===== config.mk =====
export PLATFORM = sky130hd
export DESIGN_NAME = router_source_arbiter
export DESIGN_NICKNAME = d
export VERILOG_FILES = /design/src/rtl/router_source_arbiter.sv
export SDC_FILE = /design/constraint.sdc
export NUM_CORES = 1
export LEC_CHECK = 0
export ABC_AREA = 0
export BUFFER_PORTS_ARGS = -buffer_cell sky130_fd_sc_hd__buf_2
export CAP_MARGIN = 20
export CELL_PAD_IN_SITES_DETAIL_PLACEMENT = 2
export CELL_PAD_IN_SITES_GLOBAL_PLACEMENT = 2
export CORE_MARGIN = 2
export CORE_UTILIZATION = 29
export DETAILED_ROUTE_END_ITERATION = 7
export PLACE_DENSITY_LB_ADDON = 0.1
export SETUP_SLACK_MARGIN = 0.5
export SLEW_MARGIN = 30
export SYNTH_ARGS = -nofsm -noshare
export SYNTH_HDL_FRONTEND = slang
export SYNTH_SLANG_ARGS = --single-unit

===== constraint.sdc =====
create_clock -name clk -period 2.1 [get_ports clk]
set_input_delay 0.42 -clock clk [delete_from_list [all_inputs] [get_ports clk]]
set_output_delay 0.42 -clock clk [all_outputs]
set_load 0.01 [all_outputs]

===== src/rtl/router_source_arbiter.sv =====
// Round-robin arbiter sharing the 6-bit secure-router input among four packet sources.
// Each winning packet is held on d_out for a full frame plus a guard gap before the next arbitration.
module router_source_arbiter #(
  parameter int FRAME_LEN = 8,
  parameter int GAP_LEN   = 2
) (
  input  logic       clk,
  input  logic       rst,
  input  logic [3:0] req,
  input  logic [0:5] pkt0,
  input  logic [0:5] pkt1,
  input  logic [0:5] pkt2,
  input  logic [0:5] pkt3,
  output logic [3:0] grant,
  output logic [0:5] d_out,
  output logic       launch,
  output logic       busy,
  output logic [1:0] cur_src,
  output logic [7:0] frames_sent,
  output logic [1:0] dbg_state
);

  localparam int FW = (FRAME_LEN > 0) ? $clog2(FRAME_LEN + 1) : 1;
  localparam int GW = (GAP_LEN > 0) ? $clog2(GAP_LEN + 1) : 1;

  typedef enum logic [1:0] {
    S_IDLE = 2'd0,
    S_HOLD = 2'd1,
    S_GAP  = 2'd2
  } state_t;

  state_t      r_state;
  state_t      w_next_state;
  logic [1:0]  r_ptr;
  logic [3:0]  r_grant;
  logic [0:5]  r_d_out;
  logic        r_launch;
  logic [1:0]  r_cur_src;
  logic [7:0]  r_frames;
  logic [FW-1:0] r_frame_cnt;
  logic [FW-1:0] w_next_frame_cnt;
  logic [GW-1:0] r_gap_cnt;
  logic [GW-1:0] w_next_gap_cnt;

  logic        w_found;
  logic [1:0]  w_winner;
  logic [0:5]  w_pkt;
  logic        w_arb;

  // Search starts just after the last winner, so the last-served source has lowest priority.
  always_comb begin
    logic [1:0] idx;
    w_found  = 1'b0;
    w_winner = r_ptr;
    idx      = r_ptr;
    for (int k = 1; k <= 4; k++) begin
      idx = r_ptr + 2'(k);
      if (!w_found && req[idx]) begin
        w_found  = 1'b1;
        w_winner = idx;
      end
    end
  end

  always_comb begin
    case (w_winner)
      2'd0:    w_pkt = pkt0;
      2'd1:    w_pkt = pkt1;
      2'd2:    w_pkt = pkt2;
      default: w_pkt = pkt3;
    endcase
  end

  // The launch cycle is the first HOLD cycle, so HOLD spans the whole FRAME_LEN-cycle frame.
  always_comb begin
    w_next_state     = r_state;
    w_next_frame_cnt = r_frame_cnt;
    w_next_gap_cnt   = r_gap_cnt;
    w_arb            = 1'b0;
    case (r_state)
      S_IDLE: begin
        if (w_found) begin
          w_arb            = 1'b1;
          w_next_state     = S_HOLD;
          w_next_frame_cnt = FW'(FRAME_LEN);
        end
      end
      S_HOLD: begin
        if (r_frame_cnt <= FW'(1)) begin
          if (GAP_LEN > 0) begin
            w_next_state   = S_GAP;
            w_next_gap_cnt = GW'(GAP_LEN);
          end else begin
            w_next_state = S_IDLE;
          end
        end else begin
          w_next_frame_cnt = r_frame_cnt - FW'(1);
        end
      end
      S_GAP: begin
        if (r_gap_cnt <= GW'(1)) begin
          w_next_state = S_IDLE;
        end else begin
          w_next_gap_cnt = r_gap_cnt - GW'(1);
        end
      end
      default: w_next_state = S_IDLE;
    endcase
  end

  always_ff @(posedge clk) begin
    if (!rst) begin
      r_state     <= S_IDLE;
      r_ptr       <= 2'd3;
      r_grant     <= 4'b0000;
      r_d_out     <= 6'b000000;
      r_launch    <= 1'b0;
      r_cur_src   <= 2'd0;
      r_frames    <= 8'd0;
      r_frame_cnt <= '0;
      r_gap_cnt   <= '0;
    end else begin
      r_state     <= w_next_state;
      r_frame_cnt <= w_next_frame_cnt;
      r_gap_cnt   <= w_next_gap_cnt;
      r_launch    <= w_arb;
      r_grant     <= w_arb ? (4'b0001 << w_winner) : 4'b0000;
      if (w_arb) begin
        r_d_out   <= w_pkt;
        r_cur_src <= w_winner;
        r_ptr     <= w_winner;
        r_frames  <= r_frames + 8'd1;
      end
    end
  end

  assign grant       = r_grant;
  assign d_out       = r_d_out;
  assign launch      = r_launch;
  assign busy        = (r_state != S_IDLE);
  assign cur_src     = r_cur_src;
  assign frames_sent = r_frames;
  assign dbg_state   = r_state;

endmodule


==> results.sh <==
export IMPL_worst_pin_slew_ps=390
export IMPL_num_rows=27
export IMPL_syn_avg_cell_area_um2=8.88
export IMPL_gr_total_overflow=0
export IMPL_slowest_stage="dfxtp_4"
export IMPL_worstRegToRegCells=8
export IMPL_drive_above_1_share_pct=44.5
export IMPL_syn_inst=192
export IMPL_num_vias=1600
export IMPL_syn_to_final_growth_pct=35.9
export IMPL_n_fill_cell=658
export IMPL_slew_headroom_pct=73.8
export IMPL_yosys_area_share_simple_pct=30.2
export IMPL_timing_max_cap_violations=0
export IMPL_yosysWarningCount=0
export IMPL_holdBufCountCts=0
export IMPL_initial_utilization_pct=30.6
export IMPL_vdd_drop_max_mv=0.687
export IMPL_critPathMaxStageDelay_ps=360
export IMPL_status="finished clean"
export IMPL_ys_seq_area_share_pct=36.4
export IMPL_cts_root_buf="clkbuf_8"
export IMPL_ctsHtreeMaxLevel=2
export IMPL_cp_cell_sequence="inv_1 > ha_4 > nor2_4 > nor3_2 > a211oi_2 > buf_4 > a21oi_1 > a31o_2"
export IMPL_min_period_ps=1540
export IMPL_cts_tree="done"
export IMPL_powerDensity_mw_per_mm2=1240
export IMPL_cts_sinks=31
export IMPL_wl_mm=5.42
export IMPL_cp_required_ps=2280
export IMPL_cts_inserted_buffers=5
export IMPL_multi_input_area_mm2=0.00114
export IMPL_drv_slew=0
export IMPL_synth_top_family_by_area="simple AND/OR/NAND/NOR gates"
export IMPL_diodes=0
export IMPL_cp_num_buf_inv=2
export IMPL_grt_max_degree=28
export IMPL_async_flop_share_pct=0
export IMPL_place_inst=312
export IMPL_cp_top_family="compound AO/OA/AOI/OAI gates"
export IMPL_wl_per_cell_um=16.6
export IMPL_ys_seq_elements=31
export IMPL_holdPathStages=3
export IMPL_critPathKind="reg -> reg"
export IMPL_max_freq_mhz=651
export IMPL_finalCritPeriodShare_pct=73.2
export IMPL_viasPerCell=4.91
export IMPL_rsz0062_at_grt="yes"
export IMPL_cts_buffer_depth=2
export IMPL_clkTransAtPathRegs_ps=70
export IMPL_stdcell_count=326
export IMPL_fin_setup_tns_ps=0
export IMPL_fp_dieH_um=80.7
export IMPL_synth_compound_area_share_pct=20.6
export IMPL_synth_adder_area_share_pct=2.94
export IMPL_synth_area_mm2=0.00170
export IMPL_grt_pass1_wl_mm=8.60
export IMPL_p_leak_nw=0.999
export IMPL_port_buffers=53
export IMPL_yosysUniqueCellTypes=48
export IMPL_dieArea_mm2=0.00651
export IMPL_utilization_pct=41.5
export IMPL_fin_skew_ps=3.17
export IMPL_ff_latch_area_um2=631
export IMPL_drc=0
export IMPL_cp_num_cells=8
export IMPL_detail_route_first_pass_iterations=3
export IMPL_grt_util_all_layers_pct=17.5
export IMPL_core_mm2=0.00557
export IMPL_hold_slack_ps=442
export IMPL_gp_congestion=0.746
export IMPL_fp_dieW_um=80.7
export IMPL_drt_iter0_markers=35
export IMPL_muxShareOfSynthArea_pct=1.17
export IMPL_grt_antenna_before_repair=0
export IMPL_synth_edf_count=0
export IMPL_syn_num_nets=226
export IMPL_ys_flop_type="dfxtp_1"
export IMPL_grt_pass1_vias=1739
export IMPL_hold_viol_final=0
export IMPL_end_kind="flip-flop"
export IMPL_setup_viol=0
export IMPL_netlist_area_leader_share_pct=36.4
export IMPL_arrival_ps=1710
export IMPL_ant_nets=0
export IMPL_insertion_delay_ps=280
export IMPL_num_io_pins=54
export IMPL_nNetsFinal=288
export IMPL_crit_path_max_fanout=5
export IMPL_synth_xor_area_share_pct=4.11
export IMPL_synthTopCellsByArea="dfxtp_1, o41ai_2, nand3_1"
export IMPL_synth_area_leader_cell="dfxtp_1"
export IMPL_post_dp_hpwl_mm=3.83
export IMPL_critPathLaunchType="flip-flop"
export IMPL_hold_path_class="in -> reg"
-- repair_timing --
action	CTS	global route
buffers inserted	4	3
endpoints found under the setup margin	21	17
resized for setup	13	25
pin swaps	6	13
-- power breakdown --
| part | switching, mW | internal [mW] | total (mW) |
|---|---|---|---|
| clock network | 0.221 | 0.257 | 0.478 |
| registers | 0.179 | 0.778 | 0.957 |
| logic | 0.757 | 0.674 | 1.43 |
-- cells in the mapped netlist, types with 2 or more instances --
cell      count
nor2_1       18
nand2b_1      3
o21ai_0      16
nor3_1        3
o41ai_2       6
nand2_1       8
a21boi_0      2
a211oi_2      2
ha_1          4
nor2b_4       2
and2_1       11
nand4_1       2
buf_2         2
xnor2_1       7
dfxtp_1      31
o21ai_1       2
a21oi_1      12
clkbuf_1      2
nand3_1      17
nor2b_1       4
buf_6         2
mux2i_1       2
and3_1        6
inv_1         4
-- final timing paths --
path                                      from             end  slack [ps]
worst max-delay path            r_frame_cnt[0]  r_frame_cnt[2]         560
worst min-delay path                       rst        grant[3]         440
worst max register to register  r_frame_cnt[0]  r_frame_cnt[2]         560
worst min register to register        d_out[2]        d_out[2]         490
-- final cells by class --
| class | instances | area share, % |
|---|---|---|
| Tap cell | 72 | 3.89 |
| Clock buffer | 6 | 3.57 |
| Sequential cell | 31 | 27.2 |
| Multi-Input combinational cell | 148 | 49.2 |
| Timing Repair Buffer | 63 | 15.0 |
| Inverter | 5 | 0.918 |
| Clock inverter | 1 | 0.216 |
-- per-layer routing --
metal | vias to the layer above | wire length, um | GRT usage, % | share of wire (%)
met2 | 31 | 2760 | 31.6 | 51
met5 | - | 0 | 0 | 0
li1 | 803 | - | - | -
met3 | 6 | 190 | 3.71 | 3.5
met4 | 0 | 53 | 4.58 | 0.98
met1 | 760 | 2410 | 20.8 | 45
-- metrics by stage --
step,instance area (um^2),power (mW),setup slack [ps]
after global placement,2030,2.10,211
after CTS,2180,2.69,505
final,2320,2.87,564
after global routing,2320,3.11,436
after floorplan,1700,1.76,531
after detailed placement,2030,2.11,217
-- flip-flops by register name, indices dropped and copies added (netlist names) --
| register | flops |
|---|---|
| cur_src | 2 |
| d_out | 6 |
| dbg_state | 2 |
| frames_sent | 8 |
| grant | 4 |
| launch | 1 |
| r_frame_cnt | 4 |
| r_gap_cnt | 2 |
| r_ptr | 2 |
-- cell families (layout without fill, tap and decap cells) --
logic type | count (synthesis) | after routing
AO/OA/AOI/OAI | 47 | 47
XOR/XNOR | 8 | 8
adder cells (fa/ha/maj) | 4 | 4
buffers and inverters | 13 | 75
flip-flops | 31 | 31
multiplexers | 2 | 2
AND/OR/NAND/NOR | 87 | 87
-- placed cells by master (no fill, tap or decap), drive strengths merged, types with 2 or more instances in the layout --
master | netlist | layout
buf | 5 | 63
dfxtp | 31 | 31
nor2 | 19 | 19
o21ai | 19 | 19
nand3 | 17 | 17
and2 | 12 | 12
a21oi | 12 | 12
nand2 | 9 | 9
xnor2 | 7 | 7
and3 | 7 | 7
clkbuf | 3 | 6
nor2b | 6 | 6
o41ai | 6 | 6
inv | 5 | 5
nor3 | 4 | 4
ha | 4 | 4
nand2b | 3 | 3
or2 | 2 | 2
mux2i | 2 | 2
nand4 | 2 | 2
a21boi | 2 | 2
nor4 | 2 | 2
a211oi | 2 | 2
or3 | 2 | 2
-- tightest hold or removal path, stage by stage --
cell and delay, ps:
buf_2 120, nand2_2 90, a21oi_1 50
Note: power is estimated with default switching activity, not from simulation.
